### config.mk
export PLATFORM = sky130hd
export DESIGN_NAME = bank_req_fifo
export DESIGN_NICKNAME = d
export VERILOG_FILES = /design/src/rtl/bank_req_fifo.sv
export SDC_FILE = /design/constraint.sdc
export NUM_CORES = 1
export LEC_CHECK = 0
export ABC_AREA = 1
export CAP_MARGIN = 20
export CELL_PAD_IN_SITES_DETAIL_PLACEMENT = 1
export CELL_PAD_IN_SITES_GLOBAL_PLACEMENT = 2
export CORE_MARGIN = 10
export CORE_UTILIZATION = 38
export CTS_CLUSTER_DIAMETER = 120
export DETAILED_ROUTE_END_ITERATION = 8
export HOLD_SLACK_MARGIN = 0.02
export PLACE_DENSITY_LB_ADDON = 0.1
export SYNTH_ARGS = -nofsm -noshare
export SYNTH_HDL_FRONTEND = slang
export SYNTH_SLANG_ARGS = --single-unit
### constraint.sdc
create_clock -name clk -period 3.6 [get_ports clk]
set_clock_uncertainty 0.15 [all_clocks]
set_input_delay 0.9 -clock clk [delete_from_list [all_inputs] [get_ports clk]]
set_output_delay 0.9 -clock clk [all_outputs]
set_load 0.02 [all_outputs]
### src/rtl/bank_req_fifo.sv
// bank_req_fifo
// First-word-fall-through request FIFO for PE memory requests. Each entry
// carries a payload plus the bank it targets. The head entry is presented to
// the bank arbiters as a one-hot request and leaves the FIFO only when the
// matching bank grants it.
//
// Ports:
//   clk          clock, all state changes on the rising edge
//   rst_n        synchronous active-low reset
//   flush        synchronous discard of all entries and error flags
//   wr_en        write request
//   wr_bank      target bank of the write
//   wr_data      payload of the write
//   rd_en        PE allows the head entry to request
//   gnt          per-bank grant from the arbiters
//   req          one-hot request for the head entry
//   head_data    head payload (0 when empty)
//   head_bank    head bank tag (0 when empty)
//   pop          head consumed this cycle
//   full, almost_full, empty   occupancy status
//   count        occupied entries, 0..DEPTH
//   starve_cnt   cycles the head has waited without a grant
//   starve       starve_cnt has reached STARVE_LIM
//   ovf_err      sticky: a write arrived while full
//   bank_err     sticky: a write named a bank that does not exist
//   gnt_err      sticky: a grant arrived on a bank that was not requested
module bank_req_fifo #(
  parameter int DATA_WIDTH = 32,
  parameter int BANK_NUM   = 16,
  parameter int BANK_BITS  = 4,
  parameter int DEPTH      = 16,
  parameter int PTR_W      = 4,
  parameter int AFULL_TH   = 12,
  parameter int STARVE_W   = 8,
  parameter int STARVE_LIM = 255
) (
  input  logic                  clk,
  input  logic                  rst_n,
  input  logic                  flush,
  input  logic                  wr_en,
  input  logic [BANK_BITS-1:0]  wr_bank,
  input  logic [DATA_WIDTH-1:0] wr_data,
  input  logic                  rd_en,
  input  logic [BANK_NUM-1:0]   gnt,
  output logic [BANK_NUM-1:0]   req,
  output logic [DATA_WIDTH-1:0] head_data,
  output logic [BANK_BITS-1:0]  head_bank,
  output logic                  pop,
  output logic                  full,
  output logic                  almost_full,
  output logic                  empty,
  output logic [PTR_W:0]        count,
  output logic [STARVE_W-1:0]   starve_cnt,
  output logic                  starve,
  output logic                  ovf_err,
  output logic                  bank_err,
  output logic                  gnt_err
);

  localparam int EntryW = BANK_BITS + DATA_WIDTH;

  // Sized copies of the thresholds so every comparison is width-matched.
  // The bank limit needs one extra bit because BANK_NUM may equal 2**BANK_BITS.
  localparam logic [PTR_W:0]       DepthC     = (PTR_W+1)'(DEPTH);
  localparam logic [PTR_W:0]       AfullC     = (PTR_W+1)'(AFULL_TH);
  localparam logic [BANK_BITS:0]   BankNumC   = (BANK_BITS+1)'(BANK_NUM);
  localparam logic [STARVE_W-1:0]  StarveLimC = STARVE_W'(STARVE_LIM);

  logic [EntryW-1:0]   mem_q [DEPTH];
  logic [PTR_W-1:0]    wrPtr_q, wrPtr_d;
  logic [PTR_W-1:0]    rdPtr_q, rdPtr_d;
  logic [PTR_W:0]      count_q, count_d;
  logic [STARVE_W-1:0] starve_q, starve_d;
  logic                ovf_q, ovf_d;
  logic                bankErr_q, bankErr_d;
  logic                gntErr_q, gntErr_d;

  logic                bankOk;
  logic                push;
  logic                reqActive;
  logic [EntryW-1:0]   headEntry;

  // Status is derived from the registered count only, so a pop in the same
  // cycle never makes room for a write that arrives while full.
  assign empty       = (count_q == '0);
  assign full        = (count_q == DepthC);
  assign almost_full = (count_q >= AfullC);
  assign count       = count_q;

  assign bankOk = ({1'b0, wr_bank} < BankNumC);
  assign push   = wr_en & ~full & ~flush & bankOk;

  // Fall-through head: no bypass, so a write into an empty FIFO shows up
  // one cycle later once count has been updated.
  assign headEntry = mem_q[rdPtr_q];
  assign head_data = empty ? '0 : headEntry[DATA_WIDTH-1:0];
  assign head_bank = empty ? '0 : headEntry[EntryW-1:DATA_WIDTH];

  assign reqActive = rd_en & ~empty & ~flush;

  // One-hot decode of the head bank towards the arbiters.
  always_comb begin
    req = '0;
    for (int i = 0; i < BANK_NUM; i++) begin
      req[i] = reqActive && (head_bank == BANK_BITS'(i));
    end
  end

  // A grant only counts on the requested bank; stray grant bits are
  // ignored here and flagged through gnt_err.
  assign pop = |(req & gnt);

  assign starve_cnt = starve_q;
  assign starve     = (starve_q == StarveLimC);
  assign ovf_err    = ovf_q;
  assign bank_err   = bankErr_q;
  assign gnt_err    = gntErr_q;

  // Next-state for pointers, occupancy, starvation counter and error flags.
  // Flush returns everything to the empty, error-free state.
  always_comb begin
    wrPtr_d   = wrPtr_q;
    rdPtr_d   = rdPtr_q;
    count_d   = count_q;
    starve_d  = '0;
    ovf_d     = ovf_q;
    bankErr_d = bankErr_q;
    gntErr_d  = gntErr_q;

    if (flush) begin
      wrPtr_d   = '0;
      rdPtr_d   = '0;
      count_d   = '0;
      ovf_d     = 1'b0;
      bankErr_d = 1'b0;
      gntErr_d  = 1'b0;
    end else begin
      if (push) begin
        wrPtr_d = wrPtr_q + PTR_W'(1);
      end
      if (pop) begin
        rdPtr_d = rdPtr_q + PTR_W'(1);
      end

      unique case ({push, pop})
        2'b10:   count_d = count_q + (PTR_W+1)'(1);
        2'b01:   count_d = count_q - (PTR_W+1)'(1);
        default: count_d = count_q;
      endcase

      // Waiting head counts up and saturates; any pop or idle cycle resets it.
      if ((|req) && !pop) begin
        starve_d = (starve_q == StarveLimC) ? starve_q : starve_q + STARVE_W'(1);
      end

      ovf_d     = ovf_q     | (wr_en & full);
      bankErr_d = bankErr_q | (wr_en & ~bankOk);
      gntErr_d  = gntErr_q  | (|(gnt & ~req));
    end
  end

  // Control state register with synchronous active-low reset.
  always_ff @(posedge clk) begin
    if (!rst_n) begin
      wrPtr_q   <= '0;
      rdPtr_q   <= '0;
      count_q   <= '0;
      starve_q  <= '0;
      ovf_q     <= 1'b0;
      bankErr_q <= 1'b0;
      gntErr_q  <= 1'b0;
    end else begin
      wrPtr_q   <= wrPtr_d;
      rdPtr_q   <= rdPtr_d;
      count_q   <= count_d;
      starve_q  <= starve_d;
      ovf_q     <= ovf_d;
      bankErr_q <= bankErr_d;
      gntErr_q  <= gntErr_d;
    end
  end

  // Storage is not reset; entries are only meaningful below count.
  always_ff @(posedge clk) begin
    if (rst_n && push) begin
      mem_q[wrPtr_q] <= {wr_bank, wr_data};
    end
  end

endmodule
==> results.ini <==
[layout]
fillers=6396
fin_area_um2=31800
fin_cells=3125
drive_above_1_share_pct=23.0
diodes=0
nets=2292
synthToLayoutAreaGrowth_pct=30.4

[sta]
finalMaxSlewViolations=0
worst_pin_slew_ps=683
finalSetupViolations=34
slew_headroom_pct=54.3
whs_ps=343
hold_viol_final=0
rsz0062_at_grt=true
setup_ws_ps=-279
min_period_ps=3880
final.period_utilization_pct=108
fmax_mhz=258

[die]
design.die.area_um2=74800
pin_count=130
fp.dieH_um=274
start_util_pct=38.6
core-area_um2=63300
rows=92
die_w_um=274

[synth]
synth_cell_types=41
synth_area_leaders=edfxtp_1 71%, o21ai_0 5.7%, nor2_1 5.2%, o221ai_1 3.4%, nand3_1 2.3%
synth_area_um2=24400
synth-compound-area-share_pct=11.3
synth_enable_flop_cells=576
synth_mux_area_share_pct=0.0410
syn_nets=2009
ys_ff_latch=603
yosysTopAreaCellShare_pct=70.8
ys_seq_area_share_pct=73.0
yosysTopAreaCell=edfxtp_1
synthFlopType=edfxtp_1
ys_top_cells_by_count=576 x edfxtp_1, 338 x nor2_1, 279 x o21ai_0
yosys_warnings=0
synth_most_common_cell=edfxtp_1
synth_top_family_by_area=compound AO/OA/AOI/OAI gates
synth_cells=1941
synthArstFlopShare_pct=0
yosys.area_share.simple_pct=11.2
syn_avg_cell_area_um2=12.6
synthAdderAreaFrac_pct=0.594
yosys.area_share.xor_xnor_pct=0.287

[grt]
grt_first_pass_wirelength_mm=115
grt_pass1_vias=17836
antenna_found_initial=4
grt_max_degree=74
track_usage_pct=20.4
grt_overflow_total=0

[worst_setup_path]
cp_cell_sequence=buf_12 -> buf_16 -> nand2_2 -> nand2_1 -> nand2_1 -> nand3_2 -> nand3_2 -> nand2_4 -> nand2_8 -> nand2_4 -> nor2_2 -> nand2_1 -> nand2_1 -> nor2_2 -> nand2_2 -> nor2_8 -> inv_2 -> buf_6 -> buf_6
rrSetupSlack_ps=-10
slowest_stage=dfxtp_4
crit_top_cell=nand2_1
arrival_ps=2830
cp_data_required_time_ps=2550
endpoint=pop
slowest_delay_ps=370
r2r_cells=28
start_kind=flip-flop
cp-end-kind=output pin
crit_path_max_fanout=7
criticalPathCategory=reg -> out
timing.rr.end=count[4]

[place]
dpl-instance-area_um2=27900
hpwl_mm=42.3
dp_cells=2917
globalplace.congestion=0.794
io_buffers=128

[clock_tree]
clk_pin_slew_worst_paths_ps=60
ctsLongestPathBuffers=3
clock-root-buffer=clkbuf_16
clock_latency_ps=610
hold_buffers=0
tritoncts=yes
cts_made_buffers=69
h-tree-depth=3
cts.sinks=603

[route]
first_pass_iters=4
viasPerCell=5.43
detail_route.wl_per_cell_um=25.3
via_count=16981
first_iter_violations=1188
drc=0
ant_nets=0
wl_mm=79.2

[power]
power_density_nw_per_um2=473
peakVddDrop_mv=0.331
p_leak_nw=11.1
power_w=0.0151

[worst_hold_path]
hold_class=reg -> reg
hp-start=count[4]

[run_status]
status=finished with violations
violations=setup timing

[run]
cap_violations=0

[power by group]
group          internal, W  total [W]  switching, W
logic             0.000317   0.000803      0.000486
clock network      0.00375    0.00656       0.00281
registers          0.00770    0.00771     0.0000101
[kinds of logic after synthesis]
logic type	after synthesis
fa+ha+maj	11
buf+inv	212
compound gates	469
simple gates	636
flops	603
other cells	1
mux	1
xor+xnor	8
[metrics by stage]
step | setup TNS, ps | util [%] | setup slack (ps)
floorplan | -119350 | - | -207
global placement | -3930 | 44.0 | -348
detailed placement | -4690 | 44.0 | -461
CTS | -1990 | 48.4 | -254
global route | -8900 | 50.3 | -459
finish | -3970 | 50.3 | -279
[sequential cells by signal, indices dropped and copies added, names as in the netlist, named ones only]
name        flops
mem_q         576
starve_cnt      8
count           5
rdPtr_q         4
wrPtr_q         4
gnt_err         1
ovf_err         1
[cells in the final DEF (no fill, tap or decap), types with 56 or more instances in the layout]
cell type / instances
edfxtp_1: 576
nor2_1: 305
o21ai_0: 228
nand2_1: 135
buf_4: 116
nand3_1: 89
o221ai_1: 87
inv_1: 79
clkbuf_16: 77
clkdlybuf4s50_1: 73
buf_12: 56
[routing by layer]
layer,track usage [%],up-vias,part of all wire (%)
met2,34.5,274,50
li1,-,7707,-
met3,3.54,90,3.9
met1,26.9,8902,45
met5,0,-,0.064
met4,5.05,8,1.6
[timing repair]
action,4_1_cts,5_1_grt
setup buffers,25,42
resized for setup,297,218
setup endpoints to repair,56,56
pin swaps,34,98
cloned,11,6
[worst min path at each step]
stage	to	cells after the start
final	count[4]	1
after global routing	count[4]	1
after CTS	count[4]	1
after detailed placement	count[4]	1
after global placement	ovf_err	2
after floorplan	flip-flop	2
[worst max-delay path, delay by kind of cell (launching register included)]
kind                   cells  cell delay [ps]
buffers and inverters      5              620
flip-flops                 1              370
AND/OR/NAND/NOR           14             1220
[area by class of cell]
type	instances	area, µm²	share of cell area (%)
Sequential cell	603	17900	56.1
Multi-Input combinational cell	1126	6400	20.1
Timing Repair Buffer	331	4070	12.8
Clock buffer	94	1880	5.92
Tap cell	846	1060	3.32
Inverter	92	369	1.16
Clock inverter	32	198	0.621
Timing Repair inverter	1	16.3	0.0511
Note: power is estimated with default switching activity, not from simulation.
==> RTL change 1 (same settings) <==
One comparison of `count_q` changes from == to >=.
--- a/src/rtl/bank_req_fifo.sv
+++ b/src/rtl/bank_req_fifo.sv
@@ -83,7 +83,7 @@
   // Status is derived from the registered count only, so a pop in the same
   // cycle never makes room for a write that arrives while full.
   assign empty       = (count_q == '0);
-  assign full        = (count_q == DepthC);
+  assign full        = (count_q >= DepthC);
   assign almost_full = (count_q >= AfullC);
   assign count       = count_q;
 
Check against the original RTL: no difference found for any inputs over 4 cycles, from zero or initial values; that may be too few to reach the edited logic, so the function may still have changed.
==> RTL change 1 against the unedited design <==
- the flow still finishes with violations (negative setup slack)
- critical path depth shrank 2
- via count shrank 2.3%
- worst setup slack gained 0.13 ns
- sequential cell count is the same
- final area shrank 2.5%
- core utilization shrank 1.3 points
- power shrank 0.11%
- area after synthesis shrank 0.20%
- wire length shrank 2.9%
- critical path type unchanged
- highest routed layer unchanged
==> RTL change 1: results (changes against the unedited design) <==
stage,metric,value,unit,change
run_status,status,"finished, violations left",,
run_status,violations,negative setup slack,,
grt,antenna_found_initial,4,,unchanged
layout,max_flop_register,mem_q,,
place,place_hpwl,41.3,mm,-2.5%
yosys,syn_avg_cell_area,12.7,um^2,+0.78%
detailed_routing,routedWlPerCell,25.1,um,-0.98%
place,dp_cells,2897,,-0.69%
grt,grt_pass1_wl,109,mm,-4.9%
die,dieWidth,273,um,about the same
cts,clk_path_buf_depth,3,,unchanged
cts,clk_latency,0.60,ns,
power,p_leak,0.0108,uW,-2.4%
detailed_routing,wirelength,76.9,mm,-2.9%
layout,drive_gt1_frac,0.195,,-0.0351
detailed_routing,drtPass1Iterations,5,,+1
layout,nFillCells,6411,,+0.23%
yosys,netlist_top_cells_count,"edfxtp_1 (576), nor2_1 (325), o21ai_0 (268)",,
timing,setup_violations,15,,-56%
critical_path,crit_end,pop,,
yosys,syn_nets,1990,,-0.95%
layout,nets,2237,,-2.4%
timing,fin_tns_setup,-1.11,ns,+2.86 ns
timing,setup_ws,-0.148,ns,+0.131 ns
detailed_routing,ant_nets,0,,unchanged
cts,numCtsBuffers,67,,-2.9%
critical_path,reg2reg_depth,26,,-7.1%
yosys,ys_seq_area_frac,0.732,,+0.00150
timing,maxSlewHeadroom,0.580,,+0.0365
yosys,ys_warn_count,0,,unchanged
layout,largest_reg_flops,576,,unchanged
critical_path,path_max_fanout,6,,-1
yosys,synth_edf_count,576,,unchanged
cts,htreeDepth,3,,unchanged
place,gp_congestion,0.793,,-0.15%
yosys,synthArstFlopShare,0,,unchanged
detailed_routing,vias,16600,,-2.3%
critical_path,rrSetupSlack,-0.03,ns,-0.02 ns
worst_hold_path,hold_path.class,reg2reg,,
detailed_routing,first_iter_violations,1143,,-3.8%
place,dp_worst_setup_slack,-0.511,ns,-0.0507 ns
power,peakVddDrop,0.000439,V,+32%
grt,grt_max_degree,48,,-35%
grt,grt_usage,0.194,,-0.0104
critical_path,cp.arrival,2.70,ns,-0.13 ns
yosys,synth_area_leaders,"edfxtp_1 (71%), o21ai_0 (5.5%), nor2_1 (5.0%)",,
## RTL change 1: worst min-delay path by stage
stage               endpoint  depth (start not counted)       start  slack (ns)
floorplan               flop                          2  rdPtr_q[3]        0.32
global placement     ovf_err                          2     ovf_err        0.30
detailed placement   ovf_err                          2     ovf_err        0.34
CTS                  ovf_err                          2     ovf_err        0.36
global route         ovf_err                          2     ovf_err        0.37
finish               ovf_err                          2     ovf_err        0.35
## RTL change 1: area by class of cell
cell class / instances / area (um^2) / area share
clock inverter: 26 / 220 / 0.00709
multi-input combinational: 1106 / 6110 / 0.197
antenna: 1 / 2.50 / 0.0000806
clock buffer: 91 / 1860 / 0.0600
sequential: 603 / 17800 / 0.575
timing repair buffer: 298 / 3530 / 0.114
inverter: 91 / 380 / 0.0122
timing repair inverter: 2 / 41.3 / 0.00133
tap: 846 / 1060 / 0.0341
## RTL change 1: what timing repair did
| action | CTS | global route |
|---|---|---|
| buffers inserted | 4 | 28 |
| pin swaps | 1 | 81 |
| resized for setup | 209 | 207 |
| cloned | 3 | 17 |
| setup endpoints to repair | 53 | 54 |
| hold buffers | 0 | 0 |
## RTL change 1: cell families after synthesis
| logic type | synth area share |
|---|---|
| xor gates and xnor gates | 0.00323 |
| DFF | 0.732 |
| and+or+nand+nor | 0.110 |
| buffers and inverters | 0.0357 |
| adders and majority gates | 0.00595 |
| muxes | 0.000411 |
| other | 0.000154 |
| AOI/OAI and AO/OA | 0.113 |
## RTL change 1: power by group
part / internal (uW) / switching, uW
Clock: 3900 / 2720
Combinational: 271 / 462
Sequential: 7700 / 9.45
Total: 11900 / 3190
## RTL change 1: worst max-delay path, stage by stage (launching register included)
cell and delay [ns]:
dfxtp_4 0.40, buf_12 0.15, buf_12 0.13, nand2_2 0.05, nand2_1 0.06, nand2_1 0.08, nand3_2 0.09, nand3_2 0.10
nand2_4 0.16, nand2_4 0.07, nor2_4 0.22, nand3_2 0.11, nand2_2 0.09, nor2_2 0.05, nand2_2 0.11, nor2_8 0.06
inv_4 0.06, buf_6 0.11
## RTL change 1: stage by stage
step	power, uW	utilization	cell area (um^2)	hold WS (ns)
after global placement	8520	0.435	27600	0.303
after global routing	15600	0.490	31100	0.370
final	15100	0.490	31100	0.346
after floorplan	8120	-	24400	0.320
after detailed placement	8530	0.435	27600	0.339
after CTS	15100	0.473	29900	0.357
## RTL change 1: routing by layer
metal | wire length [um] | track usage | vias to the layer above | part of all wire
met3 | 2610 | 0.0314 | 102 | 0.034
met5 | 31 | 0 | - | 0.00040
met2 | 38400 | 0.331 | 275 | 0.50
met4 | 1610 | 0.0510 | 4 | 0.021
li1 | - | - | 7571 | -
met1 | 34300 | 0.253 | 8637 | 0.45
==> RTL change 2 (config.mk and constraints unchanged) <==
Without the edit above. Set the parameter `BANK_BITS` to 6 (it was 4).
--- a/src/rtl/bank_req_fifo.sv
+++ b/src/rtl/bank_req_fifo.sv
@@ -27,7 +27,7 @@
 module bank_req_fifo #(
   parameter int DATA_WIDTH = 32,
   parameter int BANK_NUM   = 16,
-  parameter int BANK_BITS  = 4,
+  parameter int BANK_BITS  = 6,
   parameter int DEPTH      = 16,
   parameter int PTR_W      = 4,
   parameter int AFULL_TH   = 12,
Interface: changed (resized head_bank and wr_bank); port bits go from 130 to 134. The function was not compared with the original's and may differ.
==> RTL change 2 against the unedited design <==
- the run still ends with negative setup slack left
- wire length is 5.8% higher
- final area up 5.4%
- sequential cell count rose by 33
- register-to-register slack got worse by 0.15 ns
- worst setup slack got worse by 0.049 ns
- core utilization shrank 0.22 points
- die area is 4.7% higher
- area after synthesis is 5.1% higher
- largest power group unchanged
- first-iteration DRC count is 18% higher
- combinational power is 43% lower
- power increased by 4.4%
==> RTL change 2: results (changes against the unedited design) <==
stage,metric,value,unit,change
worst_hold_path,hold_path.class,reg2reg,,
critical_path,cp_slowest_stage_delay,0.38,ns,
timing,fin_tns_setup,-7.41,ns,-3.45 ns
yosys,ys_warn_count,0,,unchanged
yosys,synthAdderAreaFrac,0.00565,,-0.000288
yosys,synthArstFlopShare,0,,unchanged
layout,largest_reg_flops,608,,+5.6%
grt,grt_max_degree,57,,-23%
place,gp_congestion,0.763,,-3.9%
run_status,violations,negative setup slack,,
power,p_leak,0.0119,uW,+7.2%
cts,clk_path_buf_depth,3,,unchanged
cts,cts-root-buf,clkbuf_16,,
yosys,post_synth_num_cell_types,37,,-9.8%
yosys,synth_edf_count,608,,+5.6%
detailed_routing,vias,18200,,+7.1%
layout,nets,2444,,+6.6%
detailed_routing,wirelength,83.8,mm,+5.8%
yosys,synth_xor_area_frac,0.00273,,-0.000139
yosys,synth_compound_area_frac,0.109,,-0.00341
power,peakVddDrop,0.000382,V,+15%
timing,setup_violations,48,,+41%
yosys,syn_nets,2128,,+5.9%
critical_path,path_max_fanout,7,,unchanged
yosys,ys_seq_area_frac,0.733,,+0.00283
grt,grt_pass1_vias,18900,,+5.9%
yosys,synth_area_leaders,"edfxtp_1 (71%), o21ai_0 (5.7%), nor2_1 (5.1%)",,
critical_path,crit_slowest_cell,dfxtp_4,,
timing,maxSlewHeadroom,0.610,,+0.0662
yosys,synth_top_flop_cell,edfxtp_1,,
cts,cts.clk_slew.worst_paths,0.06,ns,about the same
critical_path,cp.arrival,2.88,ns,+0.05 ns
layout,drive_gt1_frac,0.227,,-0.00340
grt,grt_pass1_wl,122,mm,+6.1%
timing,setup_ws,-0.327,ns,-0.0485 ns
layout,max_flop_register,mem_q,,
detailed_routing,drtPass1Iterations,5,,+1
place,place_hpwl,45.1,mm,+6.5%
detailed_routing,ant_nets,0,,unchanged
place,dp_worst_setup_slack,-0.765,ns,-0.304 ns
run_status,status,"finished, violations left",,
yosys,netlist_top_cells_count,"edfxtp_1 (608), nor2_1 (346), o21ai_0 (294)",,
place,io_buffers,133,,+3.9%
cts,clk_latency,0.61,ns,about the same
grt,grt_usage,0.207,,+0.00244
power,p_sw_frac,0.208,,-0.0115
detailed_routing,first_iter_violations,1407,,+18%
cts,htreeDepth,3,,unchanged
yosys,muxShareOfSynthArea,0,,-0.000410
cts,numCtsBuffers,72,,+4.3%
grt,antenna_found_initial,5,,+1
## RTL change 2: cell count changes after synthesis, moves of 6 or more
cell	before	now
clkbuf_1	91	100
edfxtp_1	576	608
inv_1	82	88
nand2_1	145	183
nand3_1	110	142
nor2_1	338	346
nor2_2	12	5
o21ai_0	279	294
o21ai_1	13	3
## RTL change 2: timing repair
action | in CTS | in global routing
endpoints found under the setup margin | 59 | 59
gates cloned | 8 | 16
hold buffers | 0 | 0
buffers inserted | 20 | 40
pin swaps | 23 | 94
resized for setup | 341 | 169
## RTL change 2: metal layers
layer	wire length, um	vias up	GRT usage
li1	-	8182	-
met1	36800	9532	0.269
met2	42200	348	0.356
met3	2840	117	0.0295
met4	1860	6	0.0581
met5	46	-	0
## RTL change 2: through the flow
step,utilization,hold slack [ns],cell area [um^2],instances
6_report,0.501,0.319,33600,3303
3_3_place_gp,0.439,0.299,29400,3093
5_1_grt,0.501,0.353,33600,3303
2_1_floorplan,-,0.320,25700,2058
3_5_place_dp,0.439,0.308,29400,3093
4_1_cts,0.483,0.316,32300,3248
## RTL change 2: cells by family after synthesis
logic type,count (synthesis)
buffers and inverters,222
adder cells (fa/ha/maj),11
AND/OR/NAND/NOR,701
XOR/XNOR,8
flip-flops,636
AO/OA/AOI/OAI,480
## RTL change 2: final timing paths
path            start  depth (start not counted)  endpoint  slack [ns]
max              flop                         17       pop       -0.33
min          bank_err                          2  bank_err        0.32
max reg2reg      flop                         28  count[4]       -0.16
min reg2reg  bank_err                          2  bank_err        0.32
## RTL change 2: power by group through the flow
| stage | registers [uW] | clock network (uW) | logic (uW) |
|---|---|---|---|
| floorplan | 8270 | 0 | 111 |
| global placement | 8260 | 0 | 400 |
| detailed placement | 8260 | 0 | 409 |
| CTS | 8110 | 7310 | 429 |
| global route | 8100 | 7630 | 495 |
| finish | 8110 | 7170 | 458 |
## RTL change 2: area by class of cell
type | instances | area, um^2
repair buffers | 369 | 4350
flip-flops and latches | 636 | 18800
clock buffers | 95 | 1910
well taps | 873 | 1090
multi-input cells | 1200 | 6650
clock inverters | 33 | 353
inverters | 94 | 377
repair inverters | 1 | 8.76
diodes | 2 | 5.00
fillers | 6786 | 33500
## RTL change 2: critical path, delay by kind of cell, from the launching register on
family                 cells  cell delay, ns
buffers and inverters      5            0.62
and+or+nand+nor           12            1.23
DFF                        1            0.38
